$ cat src/rtl/gpio_pkg.sv
// Shared constants, types and helpers for the GPIO event controller.
// The build macro GPIO_DEBOUNCE_EN selects the debounced input path.
package gpio_pkg;

    localparam int unsigned GPIO_MIN_SYNC_STAGES = 2;

    typedef struct packed {
        logic rise_en;
        logic fall_en;
        logic clear;
    } chan_ctrl_t;

    // Counter must hold 0..cycles without wrapping; never narrower than 1 bit.
    function automatic int unsigned dbnc_cnt_w(input int unsigned cycles);
        return (cycles < 1) ? 1 : $clog2(cycles + 1);
    endfunction

endpackage

$ cat src/rtl/gpio_in_chan.sv
// One input channel: CDC sync chain, optional debounce, edge detect and sticky status bit.
// Debounce counter exists only when GPIO_DEBOUNCE_EN is defined.
module gpio_in_chan
    import gpio_pkg::*;
#(
    parameter int unsigned SYNC_STAGES     = 2,
    parameter int unsigned DEBOUNCE_CYCLES = 16
) (
    input  logic       clk_i,
    input  logic       reset_i,
    input  logic       pad_i,
    input  chan_ctrl_t ctrl_i,
    output logic       level_o,
    output logic       status_o
);

    if (SYNC_STAGES < GPIO_MIN_SYNC_STAGES || DEBOUNCE_CYCLES < 1) begin : g_cfg_err
        $error("gpio_in_chan: SYNC_STAGES must be >= 2 and DEBOUNCE_CYCLES >= 1");
    end

    logic [SYNC_STAGES-1:0] sync_q;
    logic                   sync_last;
    logic                   level_q, level_d;
    logic                   status_q, status_d;
    logic                   rise_evt, fall_evt;

    always_ff @(posedge clk_i) begin
        if (reset_i) begin
            sync_q <= '0;
        end else begin
            sync_q <= {sync_q[SYNC_STAGES-2:0], pad_i};
        end
    end

    assign sync_last = sync_q[SYNC_STAGES-1];

`ifdef GPIO_DEBOUNCE_EN
    localparam int unsigned      CNT_W    = dbnc_cnt_w(DEBOUNCE_CYCLES);
    localparam logic [CNT_W-1:0] CNT_LAST = CNT_W'(DEBOUNCE_CYCLES - 1);

    logic [CNT_W-1:0] cnt_q, cnt_d;

    // A mismatch must be seen DEBOUNCE_CYCLES edges in a row before the level flips.
    always_comb begin
        cnt_d   = cnt_q;
        level_d = level_q;
        if (sync_last == level_q) begin
            cnt_d = '0;
        end else if (cnt_q == CNT_LAST) begin
            level_d = sync_last;
            cnt_d   = '0;
        end else begin
            cnt_d = cnt_q + 1'b1;
        end
    end

    always_ff @(posedge clk_i) begin
        if (reset_i) begin
            cnt_q <= '0;
        end else begin
            cnt_q <= cnt_d;
        end
    end
`else
    always_comb begin
        level_d = sync_last;
    end
`endif

    assign rise_evt = ~level_q &  level_d & ctrl_i.rise_en;
    assign fall_evt =  level_q & ~level_d & ctrl_i.fall_en;

    // A new event wins over a write-one-to-clear arriving in the same cycle.
    always_comb begin
        status_d = (status_q & ~ctrl_i.clear) | rise_evt | fall_evt;
    end

    always_ff @(posedge clk_i) begin
        if (reset_i) begin
            level_q  <= 1'b0;
            status_q <= 1'b0;
        end else begin
            level_q  <= level_d;
            status_q <= status_d;
        end
    end

    assign level_o  = level_q;
    assign status_o = status_q;

endmodule

$ cat src/rtl/gpio_event_ctrl.sv
// GPIO block between the AHB-Lite register file and the pads: per-channel input
// event logic, masked interrupt and output register. Optional macro: GPIO_DEBOUNCE_EN.
module gpio_event_ctrl
    import gpio_pkg::*;
#(
    parameter int unsigned          OUTPUT_IO       = 8,
    parameter int unsigned          INPUT_IO        = 8,
    parameter int unsigned          SYNC_STAGES     = 2,
    parameter int unsigned          DEBOUNCE_CYCLES = 16,
    parameter logic [OUTPUT_IO-1:0] OUT_RESET_VAL   = '0
) (
    input  logic                 clk,
    input  logic                 reset,
    input  logic [INPUT_IO-1:0]  ext_input_io,
    output logic [OUTPUT_IO-1:0] ext_output_io,
    output logic [INPUT_IO-1:0]  ahbl_input_io,
    input  logic [INPUT_IO-1:0]  ahbl_rise_en,
    input  logic [INPUT_IO-1:0]  ahbl_fall_en,
    input  logic [INPUT_IO-1:0]  ahbl_irq_mask,
    output logic [INPUT_IO-1:0]  ahbl_status,
    input  logic [INPUT_IO-1:0]  ahbl_clear_status,
    output logic                 ahbl_irq,
    input  logic                 ahbl_out_wr_en,
    input  logic [OUTPUT_IO-1:0] ahbl_out_wdata,
    input  logic [OUTPUT_IO-1:0] ahbl_out_set,
    input  logic [OUTPUT_IO-1:0] ahbl_out_clr
);

    logic [OUTPUT_IO-1:0] out_q, out_d;
    logic                 irq_q, irq_d;

    for (genvar i = 0; i < INPUT_IO; i++) begin : g_in
        chan_ctrl_t ctrl;

        assign ctrl = '{rise_en: ahbl_rise_en[i],
                        fall_en: ahbl_fall_en[i],
                        clear:   ahbl_clear_status[i]};

        gpio_in_chan #(
            .SYNC_STAGES     (SYNC_STAGES),
            .DEBOUNCE_CYCLES (DEBOUNCE_CYCLES)
        ) u_chan (
            .clk_i    (clk),
            .reset_i  (reset),
            .pad_i    (ext_input_io[i]),
            .ctrl_i   (ctrl),
            .level_o  (ahbl_input_io[i]),
            .status_o (ahbl_status[i])
        );
    end

    always_comb begin
        irq_d = |(ahbl_status & ahbl_irq_mask);
    end

    // Write, then set, then clear: clear has the final word on any bit.
    always_comb begin
        out_d = ahbl_out_wr_en ? ahbl_out_wdata : out_q;
        out_d = (out_d | ahbl_out_set) & ~ahbl_out_clr;
    end

    always_ff @(posedge clk) begin
        if (reset) begin
            out_q <= OUT_RESET_VAL;
            irq_q <= 1'b0;
        end else begin
            out_q <= out_d;
            irq_q <= irq_d;
        end
    end

    assign ext_output_io = out_q;
    assign ahbl_irq      = irq_q;

endmodule

$ cat config.mk
export PLATFORM = sky130hd
export DESIGN_NAME = gpio_event_ctrl
export DESIGN_NICKNAME = d
export VERILOG_FILES = /design/src/rtl/gpio_pkg.sv /design/src/rtl/gpio_in_chan.sv /design/src/rtl/gpio_event_ctrl.sv
export SDC_FILE = /design/constraint.sdc
export NUM_CORES = 1
export LEC_CHECK = 0
export ABC_AREA = 1
export CAP_MARGIN = 20
export CORE_ASPECT_RATIO = 1.5
export CORE_MARGIN = 2
export CORE_UTILIZATION = 30
export DETAILED_ROUTE_END_ITERATION = 10
export PLACE_DENSITY = 0.7
export SYNTH_ARGS = -nofsm -noshare
export SYNTH_HDL_FRONTEND = slang
export SYNTH_SLANG_ARGS = --single-unit
$ cat constraint.sdc
create_clock -name clk -period 2.1 [get_ports clk]
set_input_delay 0.315 -clock clk [delete_from_list [all_inputs] [get_ports clk]]
set_output_delay 0.315 -clock clk [all_outputs]
set_load 0.005 [all_outputs]
Yosys cells after proc, flatten, opt, wreduce, memory -nomap -nowiden --
Index checks and enable logic that the tools add are counted.
Cells by class: add/sub/neg operators 0, multipliers 0, divide/modulo/power cells 0, magnitude comparators 0, eq/ne operators 0, shift operators 0, multiplexer cells 1, bitwise operators 84, reduce and logical (&&, ||, !) cells 1
Operators with widths (number):
- $and A1 B1 Y1 | 40
- $not A1 Y1 | 24
- $and A8 B8 Y8 | 2
- $or A1 B1 Y1 | 16
- $mux W8 | 1
- $not A8 Y8 | 1
- $or A8 B8 Y8 | 1
- $reduce_or A8 Y1 | 1
Word-level totals: bits in registers 41, bits in latches 0, bits in writable memories 0, memory bits (read-only) 0, input bits 67, output and inout bits 25, logic and storage cells 112, memories 0

Logic depth before layout (Yosys ltp) --
Gate-level depths: netlist of run 1.
word-level depth 5, depth in mapped cells 6, mapped depth without buffers 5

Cells and area by module --
Synthesis of run 1 repeated with hierarchy kept, for this count alone.
Unflattened totals: cell total of the unflattened synthesis 227, area total of the unflattened synthesis 1577.8 sq um
Modules (own cells, without submodules):
- gpio_in_chan | instances 8, cells each 19, area each 140.1 sq um, sequential area each 80.1 sq um
- gpio_event_ctrl | instances 1, cells each 75, area each 456.7 sq um, sequential area each 180.2 sq um

Least setup slack after synthesis of run 1 --
Ideal clock, no wire load.
path type in2reg, from in ahbl_out_wr_en, to reg out_q[0], in the netlist ext_output_io[0], library setup time 115 ps, data arrival time 756 ps, data required time 1985 ps, setup slack 1229 ps, cell stages on the path 6, path buffers 1, cells stage by stage buf_4 > inv_2 > nand2_1 > nand2_1 > o21ai_0 > inv_1
On the way: longest elaborated chain between the ends 3
Ends and longest elaborated chain:
- from (decl) | RTL line gpio_event_ctrl.sv:23 | input logic ahbl_out_wr_en,
- $mux W8 | RTL line gpio_event_ctrl.sv:58 | out_d = ahbl_out_wr_en ? ahbl_out_wdata : out_q;
- $or A8 B8 Y8 | RTL line gpio_event_ctrl.sv:59 | out_d = (out_d | ahbl_out_set) & ~ahbl_out_clr;
- $and A8 B8 Y8 | RTL line gpio_event_ctrl.sv:59
- to (signal assigned) | RTL line gpio_event_ctrl.sv:67 | out_q <= out_d;
- to (decl) | RTL line gpio_event_ctrl.sv:29 | logic [OUTPUT_IO-1:0] out_q, out_d;
Every way passes these cells. A chain may end at the register's enable or synchronous reset.

Worst setup path after layout of run 1 --
from reg g_in[7].u_chan.status_q, to out ahbl_status[7]
RTL lines:
- from (decl) | RTL line gpio_in_chan.sv:24 | logic status_q, status_d;
- from (signal assigned) | RTL line gpio_in_chan.sv:84 | status_q <= status_d;
- to (decl) | RTL line gpio_event_ctrl.sv:20 | output logic [INPUT_IO-1:0] ahbl_status,
No word-level cell between the ends.

==> impl_summary.log, run 1 <==
[metrics] count of buffers from port buffering: 91
[metrics] reg2reg path depth: 4
[metrics] Crit path buffers/inverters: 1
[metrics] start point of the critical path: g_in[7].u_chan.status_o$_SDFF_PP0_
[metrics] antenna violations before repair: 0
[metrics] number of maximum-capacitance violations: 0
[metrics] end point of the most critical hold path: g_in[4].u_chan.sync_q[1]$_SDFF_PP0_
[metrics] Nets: 369
[metrics] portion of the post-synthesis area used by sequential elements: 48.74%
[metrics] Int Power: 1.235 mW
[metrics] Critical Path RT: 1.78 ns
[metrics] root buf cell: clkbuf_8
[metrics] number of distinct library cells after synthesis: 15
[metrics] TritonCTS clock tree: yes
[metrics] worst reg2reg path startpoint: g_in[5].u_chan.status_o$_SDFF_PP0_
[metrics] largest net degree at the start of global routing: 19
[metrics] register cell area after layout: 820.8 um^2
[metrics] Hold Startpoint: g_in[4].u_chan.sync_q[0]$_SDFF_PP0_
[metrics] total setup buffers inserted after CTS: 0
[metrics] number of cell rows: 33
[metrics] count of fill cells added during filler insertion: 542
[metrics] number of vias per cell after detailed routing: 3.884
[metrics] ratio of total power to cell area: 606.4 nW/um^2
[metrics] nature of the critical path startpoint: register
[metrics] Clk Latency, worst-skew pair: 0.29 ns
[metrics] count of pins over their slew limit: 0
[metrics] drc violations: 0
[metrics] sequential cell fraction of total power: 52.1%
[metrics] result of the run: finished clean
[metrics] total track usage: 12.12%
[metrics] Mapped Cells: 223
[metrics] fraction of synthesized cell area taken by the top area cell type: 48.74%
[metrics] worst-case vdd ir drop: 0.3297 mV
[metrics] Synth Area per Inst: 7.552 um^2
[metrics] transition time at the pin with the least slew margin: 0.3098 ns
[metrics] Leakage: 1.160 nW
[metrics] hold crit path type: reg -> reg
[metrics] worst path arrival time: 1.18 ns
[metrics] H-Tree Level Count: 2
[metrics] DRC violation total after the first TritonRoute iteration: 33
[metrics] core area: 5450 um^2
[metrics] die outline height: 95.77 um
[metrics] share of the clock period used by the worst path: 71.13%
[metrics] total via count in the routed design: 1,445
[metrics] synthesized area: 1684 um^2
[metrics] final hold violation count: 0
[metrics] share of total power in the clock network: 32.8%
[metrics] fraction of layout instances using a drive strength above 1: 4.636%
[metrics] initial cell density of the core: 30.90%
[metrics] final count of negative-setup-slack endpoints: 0
[metrics] clock buffers created by TritonCTS: 5
[metrics] summed area of non-filler cells in the final layout: 2613 um^2
[metrics] count of state elements after synthesis: 41
[metrics] Setup CP Type: reg -> out
[metrics] maximum fanout along the worst path: 3
[metrics] diode count: 0
[metrics] global-route wire length before repair: 5.651 mm
[metrics] setup tns final: 0 ns
[metrics] Top Family by Delay on Critical Path: buffers and inverters
[metrics] Resized cells post-CTS: 0
[metrics] net switching component of the power: 0.3492 mW
[metrics] clock slew at reported path FFs: 0.08 ns
[metrics] nature of the critical path endpoint: output port
[metrics] synth-to-layout area growth: 55.13%
[metrics] dominant cells by area after synthesis: dfxtp_1 49%, nand2_1 12%, inv_1 8.9%
[metrics] final HPWL from detailed placement: 3.116 mm
[metrics] first drt pass iteration count: 4
[metrics] Worst R2R End: ahbl_irq$_SDFF_PP0_
[metrics] maximum frequency from static timing analysis: 669.5 MHz
[metrics] multi-input gate area in the final layout: 530.5 um^2
[metrics] final critical-path required period: 1.494 ns
[metrics] cell breakdown of the critical path: clkdlybuf4s50_1
[metrics] setup repair after global routing missed its margin: false
[metrics] die boundary width: 65.18 um
[metrics] Max-Slew Margin vs Limit: 79.28%
[metrics] final core occ: 47.93%
[metrics] Max stage delay on crit path: 0.52 ns
[metrics] power after layout: 1.584 mW
[metrics] number of buffers inserted by hold repair at cts: 0
[metrics] vias in the first global route: 1,252
[metrics] Ys Warns: 0
[metrics] number of nets produced by synthesis: 290
[metrics] number of buffers on the longest clock path: 2
[metrics] hold depth: 2
[metrics] Net Sw Frac: 22.04%
[metrics] Final ANT Viol Nets: 0
[metrics] routed wire length per instance: 10.42 um
[metrics] Placed Area: 2522 um^2
[metrics] floorplan die area: 6241 um^2
[metrics] overall routed net length: 3.878 mm
[metrics] number of primary I/O pins: 92
[metrics] Final Skew: 0.002356 ns
[metrics] Final GP Congestion: 0.7792
[metrics] share of total power in combinational logic: 15.1%
[metrics] cell type with the highest aggregate area in the netlist: dfxtp_1
[metrics] total congestion overflow: 0
[metrics] worst-path cell with the longest stage delay: clkdlybuf4s50_1
[metrics] worst reg-to-reg setup slack: 1.32 ns
[metrics] Num Clock Sinks: 41
-- power groups by stage --
stage          clock (mW)  combinational (mW)  sequential, mW
2_1_floorplan           0              0.0876           0.842
3_3_place_gp            0               0.241           0.843
3_5_place_dp            0               0.242           0.845
4_1_cts             0.538               0.243           0.826
5_1_grt             0.572               0.263           0.830
6_report            0.519               0.239           0.826
-- metrics by stage --
stage / hold WS [ns] / worst slack (ns) / std cells
3_3_place_gp: 0.3893 / 0.6208 / 365
3_5_place_dp: 0.3920 / 0.5509 / 365
6_report: 0.4011 / 0.6064 / 372
5_1_grt: 0.4207 / 0.5535 / 372
4_1_cts: 0.4030 / 0.5806 / 372
2_1_floorplan: 0.3883 / 1.229 / 223
-- registers in the layout, indices dropped and copies added (netlist names) --
signal	flops
g_in.u_chan.sync_q	16
ext_output_io	8
g_in.u_chan.level_o	8
g_in.u_chan.status_o	8
ahbl_irq	1
-- worst max path at each step --
stage / endpoint / slack [ns] / cells after the start
after floorplan: ext_output_io[0]$_SDFF_PP0_ / 1.23 / 6
after CTS: ahbl_status[7] / 0.58 / 1
after global routing: ahbl_status[7] / 0.55 / 1
after global placement: ext_output_io[3]$_SDFF_PP0_ / 0.62 / 6
final: ahbl_status[7] / 0.61 / 1
after detailed placement: ext_output_io[2]$_SDFF_PP0_ / 0.55 / 6
-- area by class of cell --
type	instances	area share, %
repair buffers	93	35.44
inverters	42	6.034
clock buffers	6	3.161
well taps	70	3.352
flip-flops and latches	41	31.42
clock inverters	1	0.2874
multi-input cells	119	20.31
-- Yosys cell counts, drive strengths merged --
library cell / count
dfxtp: 41
nor2: 34
o21ai: 16
inv: 42
buf: 21
nand3: 8
nand2: 52
a21oi: 1
nand3b: 8
-- cell usage in the layout, fill, tap and decap left out, drive strengths merged --
cell           Yosys  routed
clkinvlp           0       1
dfxtp             41      41
o21ai             16      16
inv               42      42
nand2             52      52
clkbuf             0       6
buf               21       2
a21oi              1       1
nor2              34      34
nand3              8       8
nand3b             8       8
clkdlybuf4s50      0      91
-- metal layers --
metal	vias to the layer above	track usage, %	routed length (um)
met5	-	0	0
met4	0	6.771	94
met3	7	3.392	209
met2	39	21.60	2130
met1	602	12.67	1444
li1	797	-	-
-- cells by family after synthesis --
| logic type | share of synthesized area, % |
|---|---|
| flops | 48.74 |
| simple gates | 26.45 |
| compound gates | 5.052 |
| buf+inv | 19.76 |
Power figures use the tool's default switching activity.
==> run 2, diff against run 1 <==
==> constraint.sdc (replaced) <==
create_clock -name clk -period 1.5 [get_ports clk]
set_input_delay 0.225 -clock clk [delete_from_list [all_inputs] [get_ports clk]]
set_output_delay 0.225 -clock clk [all_outputs]
set_load 0.005 [all_outputs]
==> impl_summary.log, run 2 (synthesis results as in run 1) <==
[metrics] number of buffers inserted by hold repair at cts: 0 (unchanged)
[metrics] sequential cell fraction of total power: 52.2% (was 52.1%)
[metrics] number of primary I/O pins: 92 (unchanged)
[metrics] final critical-path required period: 1.407 ns
[metrics] nature of the critical path endpoint: output port (unchanged)
[metrics] root buf cell: clkbuf_8 (unchanged)
[metrics] die outline height: 95.77 um (unchanged)
[metrics] worst-path cell with the longest stage delay: clkdlybuf4s50_1 (unchanged)
[metrics] DRC violation total after the first TritonRoute iteration: 42 (was 33)
[metrics] fraction of layout instances using a drive strength above 1: 5.574% (was 4.636%)
[metrics] initial cell density of the core: 30.90% (unchanged)
[metrics] Resized cells post-CTS: 0 (unchanged)
[metrics] result of the run: finished clean (unchanged)
[metrics] minimum setup slack in the final design: 0.09288 ns (was 0.6064 ns)
[metrics] Final GP Congestion: 0.7392 (was 0.7792)
[metrics] Final Skew: 0.009247 ns (was 0.002356 ns)
[metrics] maximum fanout along the worst path: 3 (unchanged)
[metrics] Num Clock Sinks: 41 (unchanged)
[metrics] number of flip-flops in the largest register: 16 (unchanged)
[metrics] largest net degree at the start of global routing: 16 (was 19)
[metrics] antenna violations before repair: 0 (unchanged)
[metrics] die boundary width: 65.18 um (unchanged)
[metrics] share of total power in the clock network: 32.3% (was 32.8%)
[metrics] net switching component of the power: 0.5125 mW (was 0.3492 mW)
[metrics] Max stage delay on crit path: 0.52 ns (about the same)
[metrics] nature of the critical path startpoint: register (unchanged)
[metrics] register ranked first by flip-flop count: g_in.u_chan.sync_q (unchanged)
[metrics] worst-case vdd ir drop: 0.3388 mV (was 0.3297 mV)
[metrics] ratio of total power to cell area: 838.8 nW/um^2 (was 606.4 nW/um^2)
[metrics] number of maximum-capacitance violations: 0 (unchanged)
[metrics] core area: 5450 um^2 (unchanged)
[metrics] clock buffers created by TritonCTS: 5 (unchanged)
[metrics] Setup CP Type: reg -> out (unchanged)
[metrics] Net Sw Frac: 23.14% (was 22.04%)
[metrics] Critical Path RT: 1.27 ns (was 1.78 ns)
[metrics] Nets: 371 (was 369)
[metrics] vias in the first global route: 1,328 (was 1,252)
[metrics] final HPWL from detailed placement: 3.065 mm (was 3.116 mm)
[metrics] Worst Setup Slack post-DPL: 0.07971 ns (was 0.5509 ns)
[metrics] global-route wire length before repair: 5.664 mm (was 5.651 mm)
[metrics] Crit path buffers/inverters: 1 (unchanged)
[metrics] total setup buffers inserted after CTS: 0 (unchanged)
[metrics] clock slew at reported path FFs: 0.08 ns (about the same)
[metrics] total congestion overflow: 0 (unchanged)
[metrics] count of pins over their slew limit: 0 (unchanged)
[metrics] floorplan die area: 6241 um^2 (unchanged)
[metrics] Final ANT Viol Nets: 0 (unchanged)
[metrics] transition time at the pin with the least slew margin: 0.2532 ns (was 0.3098 ns)
[metrics] most common cell after layout, fill and taps aside: clkdlybuf4s50_1 (unchanged)
[metrics] count of buffers from port buffering: 91 (unchanged)
[metrics] TritonCTS clock tree: yes (unchanged)
[metrics] setup tns final: 0 ns (unchanged)
[metrics] cell breakdown of the critical path: clkdlybuf4s50_1 (unchanged)
[metrics] commonest non-fill, non-tap cells in the layout: 91 x clkdlybuf4s50_1, 52 x nand2_1, 41 x dfxtp_1, 40 x inv_1, 31 x nor2_1 (unchanged)
[metrics] final core occ: 48.44% (was 47.93%)
[metrics] H-Tree Level Count: 2 (unchanged)
[metrics] hold crit path type: reg -> reg (unchanged)
[metrics] WHS: 0.3949 ns (was 0.4011 ns)
[metrics] total via count in the routed design: 1,482 (was 1,445)
[metrics] final count of negative-setup-slack endpoints: 0 (unchanged)
[metrics] diode count: 0 (unchanged)
[metrics] total track usage: 12.00% (was 12.12%)
[metrics] Top Family by Delay on Critical Path: buffers and inverters (unchanged)
[metrics] synth-to-layout area growth: 56.76% (was 55.13%)
[metrics] drc violations: 0 (unchanged)
[metrics] number of vias per cell after detailed routing: 3.952 (was 3.884)
[metrics] number of cell rows: 33 (unchanged)
[metrics] routed wire length per instance: 10.09 um (was 10.42 um)
[metrics] share of total power in combinational logic: 15.5% (was 15.1%)
[metrics] Leakage: 1.175 nW (was 1.160 nW)
[metrics] setup repair after global routing missed its margin: false (unchanged)
[metrics] final hold violation count: 0 (unchanged)
[metrics] worst path arrival time: 1.18 ns (about the same)
[metrics] overall routed net length: 3.782 mm (was 3.878 mm)
[metrics] Clk Latency, worst-skew pair: 0.29 ns (about the same)
[metrics] number of buffers on the longest clock path: 2 (unchanged)
[metrics] Int Power: 1.702 mW (was 1.235 mW)
[metrics] first drt pass iteration count: 4 (unchanged)
[metrics] maximum frequency from static timing analysis: 710.7 MHz
[metrics] Max-Slew Margin vs Limit: 83.07% (was 79.28%)
[metrics] share of the clock period used by the worst path: 93.81%
## run 2: cell count changes in the layout (fill, tap and decap cells not counted), sizes merged
cell    change
buf         +2
clkbuf      -1
clkinv      +1
inv         +1
## run 2: worst paths after layout
check                                            from  depth (start not counted)  slack (ns)                                  end
hold / removal    g_in[1].u_chan.sync_q[0]$_SDFF_PP0_                          2        0.39  g_in[1].u_chan.sync_q[1]$_SDFF_PP0_
hold reg to reg   g_in[1].u_chan.sync_q[0]$_SDFF_PP0_                          2        0.39  g_in[1].u_chan.sync_q[1]$_SDFF_PP0_
setup reg to reg   g_in[5].u_chan.status_o$_SDFF_PP0_                          4        0.74                  ahbl_irq$_SDFF_PP0_
setup / recovery   g_in[7].u_chan.status_o$_SDFF_PP0_                          1        0.09                       ahbl_status[7]
## run 2: through the flow
step | power (mW) | cells | area, um^2
CTS | 2.264 | 375 | 2640
detailed placement | 1.530 | 367 | 2550
floorplan | 1.302 | 223 | 1684
global route | 2.348 | 375 | 2640
global placement | 1.526 | 367 | 2550
finish | 2.214 | 375 | 2640
## run 2: power groups by stage
stage | combinational, mW | sequential, mW | clock (mW)
floorplan | 0.123 | 1.18 | 0
global placement | 0.346 | 1.18 | 0
detailed placement | 0.348 | 1.18 | 0
CTS | 0.350 | 1.16 | 0.759
global route | 0.378 | 1.16 | 0.808
finish | 0.344 | 1.16 | 0.715
## run 2: area by class of cell
| cell class | count | area, um^2 |
|---|---|---|
| well taps | 70 | 87.58 |
| multi-input cells | 119 | 530.5 |
| repair buffers | 95 | 953.4 |
| clock buffers | 5 | 68.82 |
| fillers | 555 | 2810 |
| flip-flops and latches | 41 | 820.8 |
| inverters | 42 | 157.7 |
| clock inverters | 3 | 21.27 |
## run 2: routing by layer
layer	up-vias	global-route usage (%)	part of all wire, %
met3	6	3.626	6.1
met5	-	0	0
met4	0	6.250	2.1
li1	803	-	-
met1	633	12.62	37
met2	40	21.34	54
==> run 3, diff against run 2 <==
--- a/config.mk
+++ b/config.mk
@@ -11,7 +11,8 @@
 export CORE_MARGIN = 2
 export CORE_UTILIZATION = 30
 export DETAILED_ROUTE_END_ITERATION = 10
-export PLACE_DENSITY = 0.7
+export HOLD_SLACK_MARGIN = 0.1
+export PLACE_DENSITY = 0.72
 export SYNTH_ARGS = -nofsm -noshare
 export SYNTH_HDL_FRONTEND = slang
 export SYNTH_SLANG_ARGS = --single-unit
==> constraint.sdc (replaced) <==
create_clock -name clk -period 1.25 [get_ports clk]
set_input_delay 0.1875 -clock clk [delete_from_list [all_inputs] [get_ports clk]]
set_output_delay 0.1875 -clock clk [all_outputs]
set_load 0.005 [all_outputs]
==> impl_summary.log, run 3 (synthesis results as in run 1) <==
[metrics] share of total power in combinational logic: 14.4% (was 15.5%)
[metrics] Critical Path RT: 1.06 ns (was 1.27 ns)
[metrics] drc violations: 0 (unchanged)
[metrics] final count of negative-setup-slack endpoints: 0 (unchanged)
[metrics] final standard cell count with taps included and fillers excluded: 383 (was 375)
[metrics] number of buffers on the longest clock path: 2 (unchanged)
[metrics] synth-to-layout area growth: 60.85% (was 56.76%)
[metrics] number of cell rows: 33 (unchanged)
[metrics] Max-Slew Margin vs Limit: 87.03% (was 83.07%)
[metrics] number of maximum-capacitance violations: 0 (unchanged)
[metrics] final critical-path required period: 1.094 ns
[metrics] maximum frequency from static timing analysis: 914.0 MHz
[metrics] root buf cell: clkbuf_8 (unchanged)
[metrics] clock buffers created by TritonCTS: 5 (unchanged)
[metrics] Final Skew: 0.009613 ns (was 0.009247 ns)
[metrics] final HPWL from detailed placement: 3.106 mm (was 3.065 mm)
[metrics] power after layout: 2.840 mW (was 2.214 mW)
[metrics] first drt pass iteration count: 4 (unchanged)
[metrics] initial cell density of the core: 30.90% (unchanged)
[metrics] maximum fanout along the worst path: 3 (unchanged)
[metrics] worst-case vdd ir drop: 0.4338 mV (was 0.3388 mV)
[metrics] worst-path cell with the longest stage delay: dfxtp_1 (was clkdlybuf4s50_1)
[metrics] setup repair after global routing missed its margin: false (unchanged)
[metrics] WHS: 0.3952 ns (was 0.3949 ns)
[metrics] share of the clock period used by the worst path: 87.53%
[metrics] count of pins over their slew limit: 0 (unchanged)
[metrics] register ranked first by flip-flop count: g_in.u_chan.sync_q (unchanged)
[metrics] global-route wire length before repair: 6.389 mm (was 5.664 mm)
[metrics] final hold violation count: 0 (unchanged)
[metrics] H-Tree Level Count: 2 (unchanged)
[metrics] number of primary I/O pins: 92 (unchanged)
[metrics] total track usage: 13.49% (was 12.00%)
[metrics] Setup CP Type: reg -> out (unchanged)
[metrics] ratio of total power to cell area: 1048 nW/um^2 (was 838.8 nW/um^2)
[metrics] number of cells in the design after placement: 367 (unchanged)
[metrics] routed wire length per instance: 10.68 um (was 10.09 um)
[metrics] number of vias per cell after detailed routing: 4.034 (was 3.952)
[metrics] nature of the critical path endpoint: output port (unchanged)
[metrics] worst path arrival time: 0.91 ns (was 1.18 ns)
[metrics] nature of the critical path startpoint: register (unchanged)
[metrics] total via count in the routed design: 1,545 (was 1,482)
[metrics] Net Sw Frac: 21.22% (was 23.14%)
[metrics] Max stage delay on crit path: 0.35 ns (was 0.52 ns)
[metrics] Nets: 379 (was 371)
[metrics] overall routed net length: 4.089 mm (was 3.782 mm)
[metrics] share of total power in the clock network: 36.7% (was 32.3%)
[metrics] floorplan die area: 6241 um^2 (unchanged)
[metrics] count of buffers from port buffering: 91 (unchanged)
[metrics] die outline height: 95.77 um (unchanged)
[metrics] number of buffers inserted by hold repair at cts: 0 (unchanged)
[metrics] vias in the first global route: 1,466 (was 1,328)
[metrics] clock slew at reported path FFs: 0.08 ns (about the same)
[metrics] fraction of layout instances using a drive strength above 1: 12.46% (was 5.574%)
[metrics] Int Power: 2.237 mW (was 1.702 mW)
[metrics] Clk Latency, worst-skew pair: 0.28 ns (was 0.29 ns)
[metrics] net switching component of the power: 0.6026 mW (was 0.5125 mW)
[metrics] sequential cell fraction of total power: 48.9% (was 52.2%)
[metrics] core area: 5450 um^2 (unchanged)
[metrics] Final GP Congestion: 0.7624 (was 0.7392)
[metrics] TritonCTS clock tree: yes (unchanged)
[metrics] hold crit path type: reg -> reg (unchanged)
[metrics] transition time at the pin with the least slew margin: 0.1925 ns (was 0.2532 ns)
[metrics] Leakage: 1.341 nW (was 1.175 nW)
[metrics] Crit path buffers/inverters: 1 (unchanged)
[metrics] commonest non-fill, non-tap cells in the layout: 66 x clkdlybuf4s50_1, 52 x nand2_1, 40 x inv_1, 31 x nor2_1, 26 x dfxtp_1 (was 91 x clkdlybuf4s50_1, 52 x nand2_1, 41 x dfxtp_1, 40 x inv_1, 31 x nor2_1)
[metrics] DRC violation total after the first TritonRoute iteration: 38 (was 42)
[metrics] die boundary width: 65.18 um (unchanged)
[metrics] Num Clock Sinks: 41 (unchanged)
[metrics] antenna violations before repair: 0 (unchanged)
[metrics] result of the run: finished clean (unchanged)
[metrics] Top Family by Delay on Critical Path: flip-flops (was buffers and inverters)
[metrics] most common cell after layout, fill and taps aside: clkdlybuf4s50_1 (unchanged)
[metrics] Placed Area: 2550 um^2 (unchanged)
[metrics] summed area of non-filler cells in the final layout: 2709 um^2 (was 2640 um^2)
[metrics] Final ANT Viol Nets: 0 (unchanged)
[metrics] diode count: 0 (unchanged)
[metrics] cell breakdown of the critical path: dlygate4sd2_1 (was clkdlybuf4s50_1)
[metrics] count of fill cells added during filler insertion: 562 (was 555)
[metrics] setup tns final: 0 ns (unchanged)
[metrics] largest net degree at the start of global routing: 35 (was 16)
[metrics] number of flip-flops in the largest register: 16 (unchanged)
[metrics] total congestion overflow: 0 (unchanged)
[run 3: what timing repair did]
action / CTS / global route
hold endpoints to repair: 0 / 0
resized for setup: 40 / 0
setup endpoints to repair: 25 / 0
setup buffers: 8 / 0
[run 3: cell type report]
cell class              instances  area, um^2  area share (%)
clock buffers                   6       72.57           2.679
clock inverters                 2       38.79           1.432
inverters                      42       157.7           5.820
multi-input cells             119       530.5           19.58
flip-flops and latches         41       839.6           30.99
well taps                      70       87.58           3.233
repair buffers                103       982.2           36.26
[run 3: final timing paths]
check | start | endpoint | slack [ns] | cells past startpoint
worst max-delay path | g_in[1].u_chan.level_o$_SDFF_PP0_ | ahbl_input_io[1] | 0.16 | 1
worst min-delay path | g_in[0].u_chan.sync_q[0]$_SDFF_PP0_ | g_in[0].u_chan.sync_q[1]$_SDFF_PP0_ | 0.40 | 2
worst max register to register | g_in[5].u_chan.status_o$_SDFF_PP0_ | ahbl_irq$_SDFF_PP0_ | 0.37 | 5
worst min register to register | g_in[0].u_chan.sync_q[0]$_SDFF_PP0_ | g_in[0].u_chan.sync_q[1]$_SDFF_PP0_ | 0.40 | 2
[run 3: power by group through the flow]
stage,Sequential (mW),Clock (mW),Combinational [mW]
after floorplan,1.41,0,0.147
after global placement,1.42,0,0.413
after detailed placement,1.42,0,0.417
after CTS,1.39,1.08,0.413
after global routing,1.39,1.14,0.450
final,1.39,1.04,0.409
[run 3: metrics by stage]
| stage | utilization [%] | setup WS, ns |
|---|---|---|
| after floorplan | - | 0.5064 |
| after global placement | 46.79 | -0.04676 |
| after detailed placement | 46.79 | -0.05320 |
| after CTS | 49.70 | 0.1489 |
| after global routing | 49.70 | 0.1289 |
| final | 49.70 | 0.1559 |
[run 3: routing by layer]
metal	track usage [%]	vias to the layer above	part of all wire [%]
li1	-	821	-
met1	13.97	675	37
met2	24.57	42	56
met3	2.807	7	5.0
met4	8.160	0	2.6
met5	0	-	0
==> RTL edit 1, RTL diff (settings of run 2) <==
Put a register stage on the output `ahbl_status`, cleared by the reset. The value now appears one clock later. The other outputs are not delayed to match.
--- a/src/rtl/gpio_event_ctrl.sv
+++ b/src/rtl/gpio_event_ctrl.sv
@@ -27,4 +27,6 @@
 );
 
+    logic [INPUT_IO-1:0] ahbl_status_d;
+
     logic [OUTPUT_IO-1:0] out_q, out_d;
     logic                 irq_q, irq_d;
@@ -46,10 +48,10 @@
             .ctrl_i   (ctrl),
             .level_o  (ahbl_input_io[i]),
-            .status_o (ahbl_status[i])
+            .status_o (ahbl_status_d[i])
         );
     end
 
     always_comb begin
-        irq_d = |(ahbl_status & ahbl_irq_mask);
+        irq_d = |(ahbl_status_d & ahbl_irq_mask);
     end
 
@@ -73,4 +75,12 @@
     assign ahbl_irq      = irq_q;
 
+    always_ff @(posedge clk) begin
+        if (reset) begin
+            ahbl_status <= '0;
+        end else begin
+            ahbl_status <= ahbl_status_d;
+        end
+    end
+
 endmodule
 
Check against the original RTL: not equivalent (a bounded check fails within 4 cycles, from zero or initial values and one cycle with reset high).
==> RTL edit 1 against run 2 <==
- clock skew fell by 4.6 ps
- worst setup slack barely moved
- area after synthesis grew 13%
- critical path depth unchanged
- total power is 22% higher
- die area grew 12%
- sequential cell count increased by 8
- design area increased by 11%
- synthesized cell count shrank 2.2%
- routed wire length up 11%
- core utilization down 0.81 points
- largest power group unchanged
==> RTL edit 1: results (changes against run 2) <==
- The clock-cell share of area was 3.98% (+0.57 points).
- The net switching power came to 0.565 mW (+10%).
- Leakage dissipation: 1.30 nW (+10%)
* Number of sinks driven by the clock tree: 49 (+20%)
- Met2 demand-to-capacity share in global routing: 22.4% (+1.1 points)
- Width of the chip: 68.9 um (+5.7%)
* Proportion of cell area occupied by multi-input gates: 21.5% (+1.4 points)
- The worst IR drop on VDD was 446 uV (+32%).
* Total wire length after detailed routing: 4200 um (+11%)
- The total number of multi-input combinational cells was 113 (-5.0%).
* Met2 wire len: 2340 um (+14%)
- In this run the worst hold path is classified as input port to flip-flop.
- Leading post-synthesis cells by instance count: sky130_fd_sc_hd__dfxtp_1, sky130_fd_sc_hd__nand2_1, sky130_fd_sc_hd__inv_1
* Total area of sequential cells: 981 sq um (+20%)
- The number of different library cells in the post-synthesis netlist is 21 (+6).
* Synthesized area per cell: 8.70 sq um (+15%)
- The flow ran to the end, and the final reports show no timing, DRC or antenna violations.
- First-pass GRT wire length: 6540 um (+15%)
- Sequential cell area fraction in the yosys report: 51.7% (+3.0 points)
- Inst Count DP: 374 (+1.9%)
- The global-route usage over all layers is 12.6% (+0.56 points).
- Top cells by area in the synthesized netlist: sky130_fd_sc_hd__dfxtp_1, sky130_fd_sc_hd__nand2_1, sky130_fd_sc_hd__inv_1
- The pre-CTS setup slack was 207 ps (+127 ps).
- The clock buffer count came to 7 (+2).
- Vias post-DR: 1542 (+4.0%)
- The max-slew headroom at the worst pin is 83.3% (+0.23 points).
==> RTL edit 1: changes by cell type in the layout (fill, tap and decap cells not counted), sizes merged, moves of 7 or more <==
| cell | run 2 | this run |
|---|---|---|
| nand3 | 8 | 1 |
| dfxtp | 41 | 49 |
| o211ai | 0 | 7 |
| o21ai | 16 | 9 |
| nand4 | 0 | 7 |
| nand2 | 52 | 45 |
==> RTL edit 1: final timing paths <==
check,from,end,slack [ps],cells past startpoint
worst min-delay path,reset,g_in[3].u_chan.level_o,230,2
worst min register to register,g_in[1].u_chan.sync_q[0],g_in[1].u_chan.sync_q[1],400,2
worst max register to register,g_in[0].u_chan.status_o,ahbl_irq,760,4
worst max-delay path,g_in[6].u_chan.level_o,ahbl_input_io[6],90,1
==> RTL edit 1: cells by family (layout without fill, tap and decap cells) <==
family          after synthesis  count (layout)  share of synthesized area, %
flops                        49              49                          51.7
simple gates                 96              96                          26.9
buf+inv                      56             146                          15.2
compound gates               17              17                          6.20
==> RTL edit 2, RTL diff (settings of run 2) <==
Made on the original files. Build with the macro `GPIO_DEBOUNCE_EN` defined.
--- a/src/rtl/gpio_in_chan.sv
+++ b/src/rtl/gpio_in_chan.sv
@@ -1,4 +1,6 @@
 // One input channel: CDC sync chain, optional debounce, edge detect and sticky status bit.
 // Debounce counter exists only when GPIO_DEBOUNCE_EN is defined.
+`define GPIO_DEBOUNCE_EN
+
 module gpio_in_chan
     import gpio_pkg::*;
Behaviour: not the same (a bounded check fails within 4 cycles, from zero or initial values and one cycle with reset high).
==> RTL edit 2 against run 2 <==
- clock skew fell by 4.2 ps
- routed wire length up 99%
- global-route usage is 0.066 points higher
- combinational power fell by 4%
- area after synthesis grew 110%
- critical path depth is the same
- register-to-register slack got worse by 650 ps
- synthesized cell count grew 110%
- cell count rose by 88%
- worst setup slack got worse by 39 ps
- design area is 82% higher
- sequential cell count increased by 40
- clock power grew to 2.8 times the old value
- total power up 100%
- critical path type unchanged
- highest routed layer unchanged
==> RTL edit 2: results (changes against run 2) <==
* Data arrival, critical path: 1220 ps (+40 ps)
- The async set-reset flop share out of synthesis was 0% (unchanged).
* Maximum number of pins on one net before global-route repair: 17 (+1)
* Port-buffer cells: 91 (unchanged)
- The synthesized netlist net count was 547 (+89%).
- Sequential cell area fraction in the yosys report: 46.1% (-2.6 points)
- By area the synthesized netlist is led by sky130_fd_sc_hd__dfxtp_1, sky130_fd_sc_hd__nor2_1, sky130_fd_sc_hd__nand2_1.
* Clk Latency, worst-skew pair: 330 ps (+40 ps)
- Worst reg2reg path startpoint: g_in[7].u_chan.cnt_q[0]
* Kind of cell with the highest combined delay on the critical path: buffers and inverters
* Global routing usage summed across all routing layers: 12.1% (+0.066 points)
- The CTS clock-pin slew for the worst setup and hold paths came to 60 ps (-20 ps).
* Cell area after placement: 4470 sq um (+75%)
- By count the netlist is led by sky130_fd_sc_hd__nor2_1, sky130_fd_sc_hd__dfxtp_1, sky130_fd_sc_hd__nand2_1.
- Largest registers in the final layout: g_in.u_chan.cnt_q x40, g_in.u_chan.sync_q x16
- In the synthesized netlist the dominant register cell turns out to be sky130_fd_sc_hd__dfxtp_1.
- Average wire per standard cell: 10.7 um (+5.9%)
* First-pass GRT wire length: 12100 um (+110%)
* Worst setup timing slack at the placement stage: 87.3 ps (+7.55 ps)
- The number of iterations in the first detailed-routing pass is 6 (+2).
- The count of cells along the worst register-to-register path is 9 (+5).
* Hold/Removal Path Class: input port to flip-flop
- The detailed-route via count is 2994 (+100%).
* Fraction of final layout cells sized beyond drive strength 1: 11.7% (+6.2 points)
* DP HPWL: 5760 um (+88%)
* Leakage dissipation: 2.07 nW (+76%)
- Placer Congestion: 0.775 (+4.9%)
- The maximum fanout along the worst path came to 3 (unchanged).
- The number of different library cells in the post-synthesis netlist was 24 (+9).
- Peak supply drop: 534 uV (+58%)
- The H-tree depth reported by CTS is 3 (+1).
- The via count of the first global-routing pass is 2838 (+110%).
- Startpoint of the most critical hold path: reset
- Hold path depth: 3 (+1)
- Startpoint of the worst setup timing path: g_in[2].u_chan.status_o
- Number of violations reported at the end of detailed-routing iteration 0: 52 (+24%)
- The max-slew headroom at the worst pin was 76.7% (-6.3 points).
- The CTS buffer count came to 9 (+4).
- The total number of nets in the final design was 632 (+70%).
- Ys Warns: 0 (unchanged)
- Cell chosen for the clock root: sky130_fd_sc_hd__clkbuf_16
- Outcome: finished, final reports clean
- The final clock skew is 5.06 ps (-4.19 ps).
-- RTL edit 2: timing repair --
action	4_1_cts	5_1_grt
endpoints found under the setup margin	6	13
pin swaps	0	3
resized for setup	6	21
setup buffers	0	2
gates cloned	0	0
-- RTL edit 2: logic make-up (layout without fill, tap and decap cells) --
logic type,Yosys count,count (layout),share of synthesized area (%)
AND/OR/NAND/NOR,228,228,27.5
buffers and inverters,103,193,13.5
flip-flops,81,81,46.1
AO/OA/AOI/OAI,24,24,4.27
adder cells (fa/ha/maj),16,16,5.69
XOR/XNOR,12,12,2.99
-- RTL edit 2: worst paths after layout --
kind | to | slack (ps)
min reg2reg | g_in[2].u_chan.sync_q[1] | 400
min | g_in[7].u_chan.sync_q[1] | 310
max reg2reg | g_in[7].u_chan.status_o | 90
max | ahbl_status[2] | 50
-- RTL edit 2: layout make-up --
cell class              count  area, sq um
fillers                  1129         6660
flip-flops and latches     81         1640
multi-input cells         280         1450
repair buffers             97          951
inverters                  80          300
clock buffers              13          260
well taps                 150          188
clock inverters             3         15.0
-- RTL edit 2: through the flow --
step | utilization (%) | instances
2_1_floorplan | - | 464
3_3_place_gp | 38.9 | 686
3_5_place_dp | 38.9 | 686
4_1_cts | 41.4 | 702
5_1_grt | 41.9 | 704
6_report | 41.9 | 704
-- RTL edit 2: power by group --
part | total, mW | internal, mW | switching, mW | leakage (nW)
registers | 2.21 | 2.19 | 0.0214 | 0.665
logic | 0.329 | 0.210 | 0.119 | 1.27
clock network | 2.00 | 1.20 | 0.795 | 0.139
total | 4.54 | 3.60 | 0.935 | 2.07
-- RTL edit 2: layer usage --
metal / track usage, % / part of all wire (%) / routed length (um)
met5: 0 / 0 / 0
met4: 5.14 / 1.5 / 116
met3: 3.58 / 6.0 / 452
met2: 22.2 / 51 / 3830
met1: 12.7 / 41 / 3120
